[config.mk]
export PLATFORM = sky130hd
export DESIGN_NAME = axi_lite_regfile
export DESIGN_NICKNAME = d
export VERILOG_FILES = /design/src/rtl/axi_lite_pkg.sv /design/src/rtl/axi_lite_regfile.sv
export SDC_FILE = /design/constraint.sdc
export NUM_CORES = 1
export LEC_CHECK = 0
export CORE_MARGIN = 2
export CORE_UTILIZATION = 40
export CTS_CLUSTER_DIAMETER = 30
export DETAILED_ROUTE_END_ITERATION = 7
export PLACE_DENSITY_LB_ADDON = 0.15
export SLEW_MARGIN = 20
export SYNTH_ARGS = -nofsm -noshare
export SYNTH_HDL_FRONTEND = slang
export SYNTH_SLANG_ARGS = --single-unit
[constraint.sdc]
create_clock -name aclk -period 7.18 [get_ports aclk]
set_input_delay 1.436 -clock aclk [delete_from_list [all_inputs] [get_ports aclk]]
set_output_delay 1.436 -clock aclk [all_outputs]
set_load 0.02 [all_outputs]
[src/rtl/axi_lite_pkg.sv]
// axi_lite_pkg: response codes and FSM state types shared by the AXI4-Lite register file
package axi_lite_pkg;
  localparam logic [1:0] RESP_OKAY   = 2'b00;
  localparam logic [1:0] RESP_SLVERR = 2'b10;
  typedef enum logic {W_IDLE, W_RESP} w_state_e;
  typedef enum logic {R_IDLE, R_DATA} r_state_e;
endpackage

[src/rtl/axi_lite_regfile.sv]
// axi_lite_regfile: AXI4-Lite slave exposing NUM_REGS 32-bit registers with byte strobes
// Ports: aclk/aresetn clock and async active-low reset; aw*/w*/b* write channels;
//        ar*/r* read channels; regs_o flattened contents (register i at [32i+31:32i])
module axi_lite_regfile
  import axi_lite_pkg::*;
#(
  parameter int NUM_REGS = 16
) (
  input  logic                     aclk,
  input  logic                     aresetn,
  input  logic [31:0]              awaddr,
  input  logic [2:0]               awprot,
  input  logic                     awvalid,
  output logic                     awready,
  input  logic [31:0]              wdata,
  input  logic [3:0]               wstrb,
  input  logic                     wvalid,
  output logic                     wready,
  output logic [1:0]               bresp,
  output logic                     bvalid,
  input  logic                     bready,
  input  logic [31:0]              araddr,
  input  logic [2:0]               arprot,
  input  logic                     arvalid,
  output logic                     arready,
  output logic [31:0]              rdata,
  output logic [1:0]               rresp,
  output logic                     rvalid,
  input  logic                     rready,
  output logic [NUM_REGS*32-1:0]   regs_o
);
  logic [NUM_REGS-1:0][31:0] regs_q, regs_d;
  logic                      live_q;
  w_state_e                  w_state_q, w_state_d;
  logic                      aw_full_q, aw_full_d, w_full_q, w_full_d;
  logic [29:0]               aw_idx_q, aw_idx_d;
  logic [31:0]               wdata_q, wdata_d;
  logic [3:0]                wstrb_q, wstrb_d;
  logic [1:0]                bresp_q, bresp_d;
  r_state_e                  r_state_q, r_state_d;
  logic [31:0]               rdata_q, rdata_d;
  logic [1:0]                rresp_q, rresp_d;
  logic                      aw_hs, w_hs, ar_hs, commit, aw_in_range;
  logic                      unused_bits;
  assign unused_bits = ^{awprot, arprot, awaddr[1:0], araddr[1:0]};
  // live_q keeps every ready low during reset and raises them on the first edge after release
  assign awready     = live_q && w_state_q == W_IDLE && !aw_full_q;
  assign wready      = live_q && w_state_q == W_IDLE && !w_full_q;
  assign arready     = live_q && r_state_q == R_IDLE;
  assign bvalid      = w_state_q == W_RESP;
  assign rvalid      = r_state_q == R_DATA;
  assign bresp       = bresp_q;
  assign rresp       = rresp_q;
  assign rdata       = rdata_q;
  assign regs_o      = regs_q;
  assign aw_hs       = awvalid && awready;
  assign w_hs        = wvalid && wready;
  assign ar_hs       = arvalid && arready;
  assign commit      = w_state_q == W_IDLE && aw_full_q && w_full_q;
  assign aw_in_range = aw_idx_q < 30'(NUM_REGS);
  always_comb begin
    w_state_d = w_state_q;
    aw_full_d = aw_full_q;
    w_full_d  = w_full_q;
    aw_idx_d  = aw_idx_q;
    wdata_d   = wdata_q;
    wstrb_d   = wstrb_q;
    bresp_d   = bresp_q;
    if (aw_hs) begin
      aw_full_d = 1'b1;
      aw_idx_d  = awaddr[31:2];
    end
    if (w_hs) begin
      w_full_d = 1'b1;
      wdata_d  = wdata;
      wstrb_d  = wstrb;
    end
    if (commit) begin
      w_state_d = W_RESP;
      bresp_d   = aw_in_range ? RESP_OKAY : RESP_SLVERR;
    end
    if (w_state_q == W_RESP && bready) begin
      w_state_d = W_IDLE;
      aw_full_d = 1'b0;
      w_full_d  = 1'b0;
    end
  end
  always_comb begin
    regs_d = regs_q;
    for (int i = 0; i < NUM_REGS; i++)
      if (commit && aw_in_range && aw_idx_q == 30'(i))
        for (int b = 0; b < 4; b++)
          if (wstrb_q[b]) regs_d[i][8*b+:8] = wdata_q[8*b+:8];
  end
  always_ff @(posedge aclk or negedge aresetn) begin
    if (!aresetn) begin
      live_q    <= 1'b0;
      w_state_q <= W_IDLE;
      aw_full_q <= 1'b0;
      w_full_q  <= 1'b0;
      aw_idx_q  <= '0;
      wdata_q   <= '0;
      wstrb_q   <= '0;
      bresp_q   <= RESP_OKAY;
      regs_q    <= '0;
    end else begin
      live_q    <= 1'b1;
      w_state_q <= w_state_d;
      aw_full_q <= aw_full_d;
      w_full_q  <= w_full_d;
      aw_idx_q  <= aw_idx_d;
      wdata_q   <= wdata_d;
      wstrb_q   <= wstrb_d;
      bresp_q   <= bresp_d;
      regs_q    <= regs_d;
    end
  end
  // Reads sample regs_q, so a same-edge commit to the same register returns the old value
  always_comb begin
    r_state_d = r_state_q;
    rdata_d   = rdata_q;
    rresp_d   = rresp_q;
    if (ar_hs) begin
      r_state_d = R_DATA;
      rdata_d   = '0;
      for (int i = 0; i < NUM_REGS; i++)
        if (araddr[31:2] == 30'(i)) rdata_d = regs_q[i];
      rresp_d = araddr[31:2] < 30'(NUM_REGS) ? RESP_OKAY : RESP_SLVERR;
    end
    if (r_state_q == R_DATA && rready) r_state_d = R_IDLE;
  end
  always_ff @(posedge aclk or negedge aresetn) begin
    if (!aresetn) begin
      r_state_q <= R_IDLE;
      rdata_q   <= '0;
      rresp_q   <= RESP_OKAY;
    end else begin
      r_state_q <= r_state_d;
      rdata_q   <= rdata_d;
      rresp_q   <= rresp_d;
    end
  end
endmodule

==> flow_summary_export.csv, run 1 <==
group,metric,value,unit
sta,fin_crit_sh,71.5,%
route,maxUsedRoutingLayer,"met5",
cts,cts_made_buffers,137,
die,coreArea,69800,um2
finish,filler_cell_count,5808,
route,drt-initial-drc-count,2457,
setup_path,ff2ff_path_depth,6,
route,drt_drc_violations_left,0,
yosys,ys_types,71,
cts,cts.root.buffer_cell,"sky130_fd_sc_hd__clkbuf_16",
route,post_drt_via_cell_ratio,6.04,
finish,finish.net_count,3111,
cts,h-tree-depth,4,
sta,setup_tns,0,ns
finish,final_common_cell,"sky130_fd_sc_hd__clkdlybuf4s50_1",
route,avgRoutedWirePerCell,32.7,um
yosys,synthArstFlopShare,100,%
yosys,syn-cell-area,28100,um2
yosys,count_of_flip_flops_with_a_built_in_enable_after_synthesis,0,
sta,hold_violations,0,
sta,maxSlewHeadroom,21.0,%
yosys,gate_count_post_synth,2268,
cts,clk_latency,0.72,ns
setup_path,critPathMaxFanout,18,
finish,area_growth,45.0,%
worst_hold_path,hold_path_startpoint,"rresp[1]$_DFFE_PN0P_",
cts,clk_pin_slew,0.04,ns
route,met1Wirelength,51.7,mm
cts,cts_tree,"built",
global_routing,overall_fraction_of_global_route_tracks_in_use,36.2,%
die,die_h,269,um
setup_path,cp_data_required_time,7.76,ns
power,pwr_density_cell,285,nW/um2
worst_hold_path,min_path_cells,2,
sta,clock.fmax,0.195,GHz
placed_design,dp.final_hpwl,97.3,mm
sta,rsz_0062_raised_after_global_routing,"false",
setup_path,critical_path.endpoint_type,"flip-flop",
global_routing,initial_antenna_violation_count,5,
sta,clock_tree_skew_after_final_layout,0.0272,ns
worst_hold_path,holdCritPathClass,"reg -> reg",
route,met2_wirelength,60.5,mm
die,ioPinCount,666,
yosys,synth_top_flop_cell,"sky130_fd_sc_hd__dfrtp_1",
yosys,ys_seq_area_share,55.0,%
cts,clock_tree.buffer_depth,3,
setup_path,reg2reg_to,"regs_o[9]$_DFFE_PN0P_",
route,detail_route.first_pass.iterations,6,
placed_design,port-buffer-count,653,
route,routed-wl-met3,13.3,mm
die,floorplan.die_area,72300,um2
route,final_wirelength,132,mm
sta,timing_worst_slew_pin_value,1.18,ns
sta,fin_crit,5.14,ns
cts,post-cts-setup-buffer-count,0,
route,vias,24500,
yosys,yosys_register_bits,617,
run_status,outcome,"finished, final reports clean",
power,static-leakage-power,18.5,nW
cts,post_cts.resized_instances,0,
finish,drive_above_1_share,29.8,%
die,std_cell_rows,97,
yosys,yosysWarnings,0,
worst_hold_path,hold_crit_endpoint,"rresp[1]$_DFFE_PN0P_",
setup_path,worst_flop_to_flop_path_startpoint,"aw_idx_q[14]$_DFFE_PN0P_",
setup_path,setup.reg_to_reg.worst_slack,3.44,ns
global_routing,first_global_vias,24700,
setup_path,cp_launch_type,"input pin",
placed_design,detailedPlace.worstSlack,1.62,ns
placed_design,routabilityCongestion,0.953,
global_routing,largest_net_degree_at_the_start_of_global_routing,127,
yosys,post_synth.cell_area_avg,12.4,um2
setup_path,critical_setup_path_class,"in -> reg",
sta,finalWorstSetupSlack,2.04,ns
sta,count_of_pins_over_their_slew_limit,0,
finish,mostFrequentLayoutCells,"sky130_fd_sc_hd__clkdlybuf4s50_1 (650), sky130_fd_sc_hd__dfrtp_1 (617), sky130_fd_sc_hd__mux2_2 (586)",
route,ant_nets,0,
setup_path,critPathArrivalTime,5.71,ns
finish,seq_area,15400,um2
global_routing,global_route.overflow_total,0,
die,dieWidth,269,um
cts,tritoncts_num_sinks,617,
sta,setup_viol_count_final,0,
die,effective_utilization_at_floorplan,40.2,%
cts,holdBufCountCts,0,
power,power.ir.vdd_worst,0.253,mV
run,max_cap_violations,0,
finish,multi_input_comb_area,12200,um2
global_routing,grt_pass1_wl,184,mm
kinds of logic (layout without fill, tap and decap cells):
kind of cell,after synthesis,in the layout,synth area share [%]
other,2,6,0.0267
multiplexers,609,609,24.4
flip-flops,617,617,55.0
buffers and inverters,145,981,2.06
AND/OR/NAND/NOR,493,493,8.56
AO/OA/AOI/OAI,402,402,9.96
synth_stat cells, types with 10 or more instances:
master	number	area (um2)
sky130_fd_sc_hd__a2111oi_0	12	105
sky130_fd_sc_hd__a21oi_1	62	310
sky130_fd_sc_hd__a221o_1	10	100
sky130_fd_sc_hd__a221oi_1	13	114
sky130_fd_sc_hd__a222oi_1	22	220
sky130_fd_sc_hd__a22o_1	10	87.6
sky130_fd_sc_hd__a22oi_1	38	285
sky130_fd_sc_hd__a31oi_1	16	100
sky130_fd_sc_hd__and3_1	15	93.8
sky130_fd_sc_hd__buf_1	11	41.3
sky130_fd_sc_hd__buf_2	18	90.1
sky130_fd_sc_hd__clkbuf_1	106	398
sky130_fd_sc_hd__dfrtp_1	617	15400
sky130_fd_sc_hd__mux2_2	586	6600
sky130_fd_sc_hd__mux2i_1	20	200
sky130_fd_sc_hd__nand2_1	175	657
sky130_fd_sc_hd__nand3_1	25	125
sky130_fd_sc_hd__nand4_1	22	138
sky130_fd_sc_hd__nor2_1	140	526
sky130_fd_sc_hd__nor3_1	24	120
sky130_fd_sc_hd__nor4_1	22	138
sky130_fd_sc_hd__o2111ai_1	13	114
sky130_fd_sc_hd__o21ai_0	72	360
sky130_fd_sc_hd__o21ai_1	21	105
sky130_fd_sc_hd__o221ai_1	23	201
sky130_fd_sc_hd__o22ai_1	26	163
sky130_fd_sc_hd__or3_1	11	68.8
area by class of cell:
| type | instances | share of cell area [%] |
|---|---|---|
| Inverter | 7 | 0.0645 |
| Sequential cell | 617 | 37.9 |
| Multi-Input combinational cell | 1507 | 29.9 |
| Clock buffer | 180 | 9.34 |
| Timing Repair Buffer | 728 | 17.6 |
| Antenna cell | 3 | 0.0184 |
| Tap cell | 940 | 2.89 |
| Clock inverter | 66 | 2.32 |
routing by layer:
metal | GRT usage [%] | vias to the layer above
li1 | - | 10000
met1 | 46.7 | 12600
met2 | 55.8 | 1495
met3 | 10.6 | 314
met4 | 17.7 | 4
met5 | 0 | -
state kept, by name, summed over array words and instances (netlist names):
name	count
rresp	1
bvalid	1
rvalid	1
bresp	1
rdata	32
aw_full_q	1
regs_o	512
aw_idx_q	30
live_q	1
wdata_q	32
wstrb_q	4
w_full_q	1
worst max path at each step:
stage | startpoint | end
2_1_floorplan | araddr[29] | rdata[4]$_DFFE_PN0P_
3_3_place_gp | araddr[31] | rdata[25]$_DFFE_PN0P_
3_5_place_dp | araddr[31] | rdata[0]$_DFFE_PN0P_
4_1_cts | araddr[31] | rdata[25]$_DFFE_PN0P_
5_1_grt | araddr[29] | rdata[25]$_DFFE_PN0P_
6_report | araddr[16] | rdata[25]$_DFFE_PN0P_
per-stage QoR:
stage	cells	total power, mW	instance area, um2	hold slack [ns]	util [%]
floorplan	2269	4.56	28100	0.481	-
global placement	3798	5.14	35900	0.466	51.5
detailed placement	3798	5.19	35900	0.479	51.5
CTS	4044	11.6	40700	0.488	58.3
global route	4047	11.9	40700	0.526	58.4
finish	4048	11.6	40700	0.481	58.4
worst max-delay path: stages:
cell and delay [ns]:
sky130_fd_sc_hd__clkdlybuf4s50_1 0.41, sky130_fd_sc_hd__nor4_2 0.63, sky130_fd_sc_hd__and3_1 0.81, sky130_fd_sc_hd__nand3_1 0.50
sky130_fd_sc_hd__nor3_1 0.91, sky130_fd_sc_hd__a2111oi_0 0.20, sky130_fd_sc_hd__buf_4 0.21, sky130_fd_sc_hd__o31ai_1 0.47
sky130_fd_sc_hd__a21oi_1 0.13
power by group:
part / total [mW] / internal [mW] / switching, mW / leakage, nW
Combinational: 0.696 / 0.355 / 0.342 / 7.78
Sequential: 4.50 / 3.69 / 0.810 / 8.44
Clock: 6.43 / 4.37 / 2.06 / 2.32
Note: power is estimated with default switching activity, not from simulation.
==> run 2, diff against run 1 <==
==> constraint.sdc (replaced) <==
create_clock -name aclk -period 5.35 [get_ports aclk]
set_input_delay 1.07 -clock aclk [delete_from_list [all_inputs] [get_ports aclk]]
set_output_delay 1.07 -clock aclk [all_outputs]
set_load 0.02 [all_outputs]
==> run 2 against run 1 <==
Against the previous run: register-to-register slack got worse by 1.8 ns; cell count rose by 1.4%; count of clock-buffer cells in the layout up 16; combinational power increased by 34%; critical path depth stayed put; via count increased by 0.33%; clock power increased by 44%; non-clock buffer count increased by 33; core utilization up 0.89 points; hold slack worse by 0.11 ns; largest cell class unchanged; largest power group unchanged; highest routed layer unchanged.
==> flow_summary_export.csv, run 2 (synthesized netlist as in run 1, its figures left out) <==
group,metric,value,unit
die,die_h,269,um
setup_path,max_stage_delay,0.90,ns
placed_design,port-buffer-count,653,
placed_design,dp.final_hpwl,98.3,mm
setup_path,setup.reg_to_reg.worst_slack,1.62,ns
placed_design,detailedPlace.worstSlack,0.467,ns
global_routing,initial_antenna_violation_count,9,
route,final_wirelength,132,mm
sta,hold_ws,0.374,ns
cts,h-tree-depth,4,
global_routing,global_route.overflow_total,0,
sta,fin_crit_sh,80.0,%
sta,setup_tns,0,ns
route,drt_drc_violations_left,0,
setup_path,critPathArrivalTime,4.92,ns
sta,finalWorstSetupSlack,1.07,ns
setup_path,cp_launch_type,"input pin",
setup_path,cp_data_required_time,5.98,ns
cts,tritoncts_num_sinks,617,
setup_path,cp_cell_sequence,"clkdlybuf4s50_1 > nor4_2 > nand3_2 > nor4_4 > buf_4 > a22oi_1 > a2111oi_0 > o31ai_1 > a21oi_1",
route,detail_route.first_pass.iterations,5,
die,floorplan.die_area,72300,um2
setup_path,critPathMaxFanout,12,
setup_path,critical_setup_path_class,"in -> reg",
global_routing,grt_pass1_wl,184,mm
setup_path,crit_path_top_delay_cell,"sky130_fd_sc_hd__a2111oi_0",
global_routing,first_global_vias,24700,
finish,final_common_cell,"sky130_fd_sc_hd__clkdlybuf4s50_1",
finish,number_of_non_filler_instances_in_the_completed_layout,4104,
placed_design,dp.cells,3832,
worst_hold_path,holdCritPathClass,"in -> async",
sta,count_of_pins_over_their_slew_limit,0,
setup_path,critical_path.endpoint_type,"flip-flop",
sta,rsz_0062_raised_after_global_routing,"false",
placed_design,routabilityCongestion,0.948,
power,pwr_density_cell,392,nW/um2
sta,timing_worst_slew_pin_value,1.17,ns
cts,cts_made_buffers,144,
cts,clock_tree.buffer_depth,3,
sta,hold_violations,0,
cts,holdBufCountCts,0,
finish,finish.net_count,3151,
sta,fin_crit,4.28,ns
die,coreArea,69800,um2
global_routing,overall_fraction_of_global_route_tracks_in_use,36.2,%
finish,filler_cell_count,5667,
die,dieWidth,269,um
cts,post_cts.resized_instances,0,
cts,post-cts-setup-buffer-count,0,
cts,clk_latency,0.72,ns
finish,finalCoreUtilization,59.3,%
run_status,outcome,"finished, final reports clean",
finish,mostFrequentLayoutCells,"sky130_fd_sc_hd__clkdlybuf4s50_1 (650), sky130_fd_sc_hd__dfrtp_1 (617), sky130_fd_sc_hd__mux2_2 (586)",
die,ioPinCount,666,
power,power.ir.vdd_worst,0.305,mV
die,std_cell_rows,97,
die,effective_utilization_at_floorplan,40.2,%
route,vias,24500,
sta,setup_viol_count_final,0,
setup_path,worst_path_dominant_cell_family,"simple AND/OR/NAND/NOR gates",
route,drt-initial-drc-count,2443,
run,max_cap_violations,0,
global_routing,largest_net_degree_at_the_start_of_global_routing,121,
sta,maxSlewHeadroom,21.5,%
sta,clock_tree_skew_after_final_layout,0.0256,ns
route,post_drt_via_cell_ratio,5.98,
power,static-leakage-power,18.9,nW
sta,clock.fmax,0.234,GHz
setup_path,cp_num_buf_inv,2,
finish,largest_register_ff_count,512,
finish,drive_above_1_share,31.1,%
cts,cts_tree,"built",
cts,cts.root.buffer_cell,"sky130_fd_sc_hd__clkbuf_16",
finish,area_growth,47.3,%
cts,clk_pin_slew,0.04,ns
route,avgRoutedWirePerCell,32.2,um
route,ant_nets,0,
==> run 2: cell count changes in the layout (fill, tap and decap cells not counted), sizes merged <==
| cell | before | now |
|---|---|---|
| clkbuf | 180 | 196 |
| bufinv | 18 | 19 |
| clkinvlp | 7 | 13 |
| diode | 3 | 5 |
| clkinv | 33 | 32 |
| inv | 15 | 14 |
| buf | 78 | 111 |
==> run 2: power by group <==
part           leakage [nW]  switching, mW  internal [mW]
clock network          2.52           2.86           6.39
registers              8.44           1.06           4.96
logic                  7.91          0.459          0.477
==> run 2: path summary, 6_finish.rpt <==
path | from | end | cells after the start
max | araddr[16] | rdata[25]$_DFFE_PN0P_ | 9
min | aresetn | aw_idx_q[17]$_DFFE_PN0P_ | 1
max reg2reg | aw_idx_q[7]$_DFFE_PN0P_ | regs_o[23]$_DFFE_PN0P_ | 6
min reg2reg | rresp[1]$_DFFE_PN0P_ | rresp[1]$_DFFE_PN0P_ | 2
max in group asynchronous | aresetn | regs_o[457]$_DFFE_PN0P_ | 2
min in group aclk | rresp[1]$_DFFE_PN0P_ | rresp[1]$_DFFE_PN0P_ | 2
==> run 2: stage by stage <==
stage	area, um2	power [mW]
2_1_floorplan	28100	6.12
3_5_place_dp	36200	6.96
6_report	41400	16.2
3_3_place_gp	36200	6.91
4_1_cts	41300	16.2
5_1_grt	41300	16.6
==> run 2: area by class of cell <==
type	count	area [um2]	share of cell area, %
Sequential cell	617	15400	37.3
Multi-Input combinational cell	1507	12100	29.4
Timing Repair Buffer	761	7380	17.8
Clock buffer	196	4200	10.1
Tap cell	940	1180	2.84
Clock inverter	71	975	2.36
Inverter	7	26.3	0.0635
Antenna cell	5	12.5	0.0303
==> run 2: per-layer routing <==
| metal | up-vias | global-route usage, % | part of all wire, % |
|---|---|---|---|
| met4 | 4 | 16.8 | 4.7 |
| met5 | - | 0.608 | 0.055 |
| li1 | 10100 | - | - |
| met2 | 1442 | 56.6 | 46 |
| met1 | 12700 | 46.1 | 39 |
| met3 | 289 | 10.6 | 9.8 |
==> run 2: worst register-to-register path: cells and delay by family, from the launching register on <==
family	cells	cell delay, ns
muxes	1	0.43
DFF	1	0.37
and+or+nand+nor	5	2.78
==> run 3, diff against run 2 <==
==> constraint.sdc (replaced) <==
create_clock -name aclk -period 4.35 [get_ports aclk]
set_input_delay 0.87 -clock aclk [delete_from_list [all_inputs] [get_ports aclk]]
set_output_delay 0.87 -clock aclk [all_outputs]
set_load 0.02 [all_outputs]
==> run 3 against run 2 <==
Against the previous run: via count is 1.3% higher; cell count is 1.2% higher; hold slack lost 0.21 ns; critical path type unchanged; largest cell class unchanged; largest power group unchanged.
==> flow_summary_export.csv, run 3 (synthesized netlist as in run 1, its figures left out) <==
group,metric,value,unit
route,post_drt_via_cell_ratio,5.99,
cts,post_cts.resized_instances,0,
setup_path,critPathMaxFanout,16,
run_status,outcome,"finished, final reports clean",
global_routing,gr_met3_demand_resource,10.7,%
die,std_cell_rows,97,
sta,count_of_pins_over_their_slew_limit,0,
route,drt-initial-drc-count,2497,
cts,cts_made_buffers,146,
route,detail_route.first_pass.iterations,6,
sta,rsz_0062_raised_after_global_routing,"false",
setup_path,critical_setup_path_class,"in -> reg",
setup_path,critical_path.endpoint_type,"flip-flop",
cts,holdBufCountCts,0,
global_routing,largest_net_degree_at_the_start_of_global_routing,94,
cts,clk_latency,0.72,ns
finish,number_of_non_filler_instances_in_the_completed_layout,4152,
cts,cts.root.buffer_cell,"sky130_fd_sc_hd__clkbuf_16",
die,coreArea,69800,um2
finish,mostFrequentLayoutCells,"sky130_fd_sc_hd__clkdlybuf4s50_1 (650), sky130_fd_sc_hd__dfrtp_1 (617), sky130_fd_sc_hd__mux2_2 (586)",
run,max_cap_violations,0,
global_routing,grt_use_met1,46.3,%
setup_path,crit_end,"rdata[27]$_DFFE_PN0P_",
cts,tritoncts_num_sinks,617,
die,ioPinCount,666,
placed_design,port-buffer-count,653,
setup_path,reg2reg_to,"regs_o[494]$_DFFE_PN0P_",
finish,finish.instance_area,41600,um2
finish,drive_above_1_share,31.9,%
cts,h-tree-depth,4,
global_routing,grt.busiest_layer,"met2",
route,final_wirelength,132,mm
die,floorplan.die_area,72300,um2
placed_design,post_dp_cell_area,36600,um2
finish,finish.net_count,3202,
setup_path,crit_start,"araddr[29]",
finish,area_growth,48.2,%
sta,setup_tns,0,ns
setup_path,cp_data_required_time,4.96,ns
die,dieWidth,269,um
worst_hold_path,holdCritPathClass,"in -> async",
sta,clock_tree_skew_after_final_layout,0.0286,ns
setup_path,critPathArrivalTime,4.44,ns
route,ant_nets,0,
global_routing,overall_fraction_of_global_route_tracks_in_use,36.2,%
cts,cts_tree,"built",
finish,final_common_cell,"sky130_fd_sc_hd__clkdlybuf4s50_1",
cts,clock_tree.buffer_depth,3,
die,effective_utilization_at_floorplan,40.2,%
placed_design,dp.cells,3881,
setup_path,worst_flop_to_flop_path_startpoint,"aw_idx_q[14]$_DFFE_PN0P_",
sta,fin_crit_sh,88.0,%
sta,timing_worst_slew_pin_value,0.925,ns
finish,filler_cell_count,5732,
finish,largest_register_ff_count,512,
cts,clk_pin_slew,0.04,ns
sta,fin_crit,3.83,ns
route,avgRoutedWirePerCell,31.9,um
power,power.ir.vdd_worst,0.445,mV
power,static-leakage-power,19.1,nW
sta,clock.fmax,0.261,GHz
global_routing,grt.met2_usage,56.0,%
setup_path,cp_launch_type,"input pin",
global_routing,first_global_vias,25100,
placed_design,dp.final_hpwl,99.0,mm
global_routing,global_route.overflow_total,0,
route,drt_drc_violations_left,0,
die,die_h,269,um
placed_design,routabilityCongestion,0.962,
route,vias,24900,
setup_path,ff2ff_path_depth,7,
sta,setup_viol_count_final,0,
global_routing,grt_pass1_wl,185,mm
cts,post-cts-setup-buffer-count,0,
global_routing,initial_antenna_violation_count,5,
power,pwr_density_cell,468,nW/um2
setup_path,setup.reg_to_reg.worst_slack,1.03,ns
sta,hold_violations,0,
sta,maxSlewHeadroom,36.7,%
run 3: layout make-up:
type                       count  area [um2]  area share [%]
timing repair buffer         810        7840            18.8
inverter                       7        26.3          0.0632
multi-input combinational   1507       12100            29.2
clock inverter                62         724            1.74
antenna                        5        12.5          0.0301
sequential                   617       15400            37.1
tap                          940        1180            2.83
clock buffer                 204        4250            10.2
run 3: how the worst min path moves through the flow:
stage | end | slack (ns) | depth (start not counted)
after global placement | rresp[1]$_DFFE_PN0P_ | 0.48 | 2
after floorplan | aw_idx_q[29]$_DFFE_PN0P_ | 0.48 | 1
final | aw_idx_q[17]$_DFFE_PN0P_ | 0.16 | 1
after global routing | aw_idx_q[17]$_DFFE_PN0P_ | 0.20 | 1
after detailed placement | rresp[1]$_DFFE_PN0P_ | 0.48 | 2
after CTS | aw_idx_q[17]$_DFFE_PN0P_ | 0.17 | 1
run 3: per-layer routing:
metal | vias up | wire length (um) | part of all wire, %
met5 | - | 29 | 0.022
met4 | 4 | 6840 | 5.2
met3 | 334 | 12900 | 9.8
met2 | 1498 | 60700 | 46
met1 | 12800 | 51800 | 39
li1 | 10200 | - | -
run 3: per-stage QoR:
step                power, mW  utilization, %  worst slack, ns  hold WS, ns
finish                   19.5            59.6            0.520        0.160
global route             20.0            59.6            0.413        0.196
CTS                      19.5            59.6            0.642        0.174
detailed placement       8.60            52.5          -0.0736        0.479
global placement         8.52            52.5           0.0231        0.478
floorplan                7.53               -             1.34        0.481
run 3: where the power goes:
part	total, mW	leakage (nW)	switching (mW)	internal [mW]
clock	10.9	2.46	3.41	7.47
sequential	7.42	8.44	1.33	6.10
combinational	1.18	8.19	0.576	0.601
run 3: worst max-delay path, stage by stage:
cell	delay [ns]
sky130_fd_sc_hd__clkdlybuf4s50_1	0.45
sky130_fd_sc_hd__or4_1	0.74
sky130_fd_sc_hd__nor3_4	0.26
sky130_fd_sc_hd__buf_4	0.26
sky130_fd_sc_hd__nand4_1	0.11
sky130_fd_sc_hd__buf_4	0.23
sky130_fd_sc_hd__o221ai_1	0.26
sky130_fd_sc_hd__a31oi_1	0.13
sky130_fd_sc_hd__a2111oi_0	0.84
sky130_fd_sc_hd__buf_4	0.23
sky130_fd_sc_hd__o21ai_1	0.05
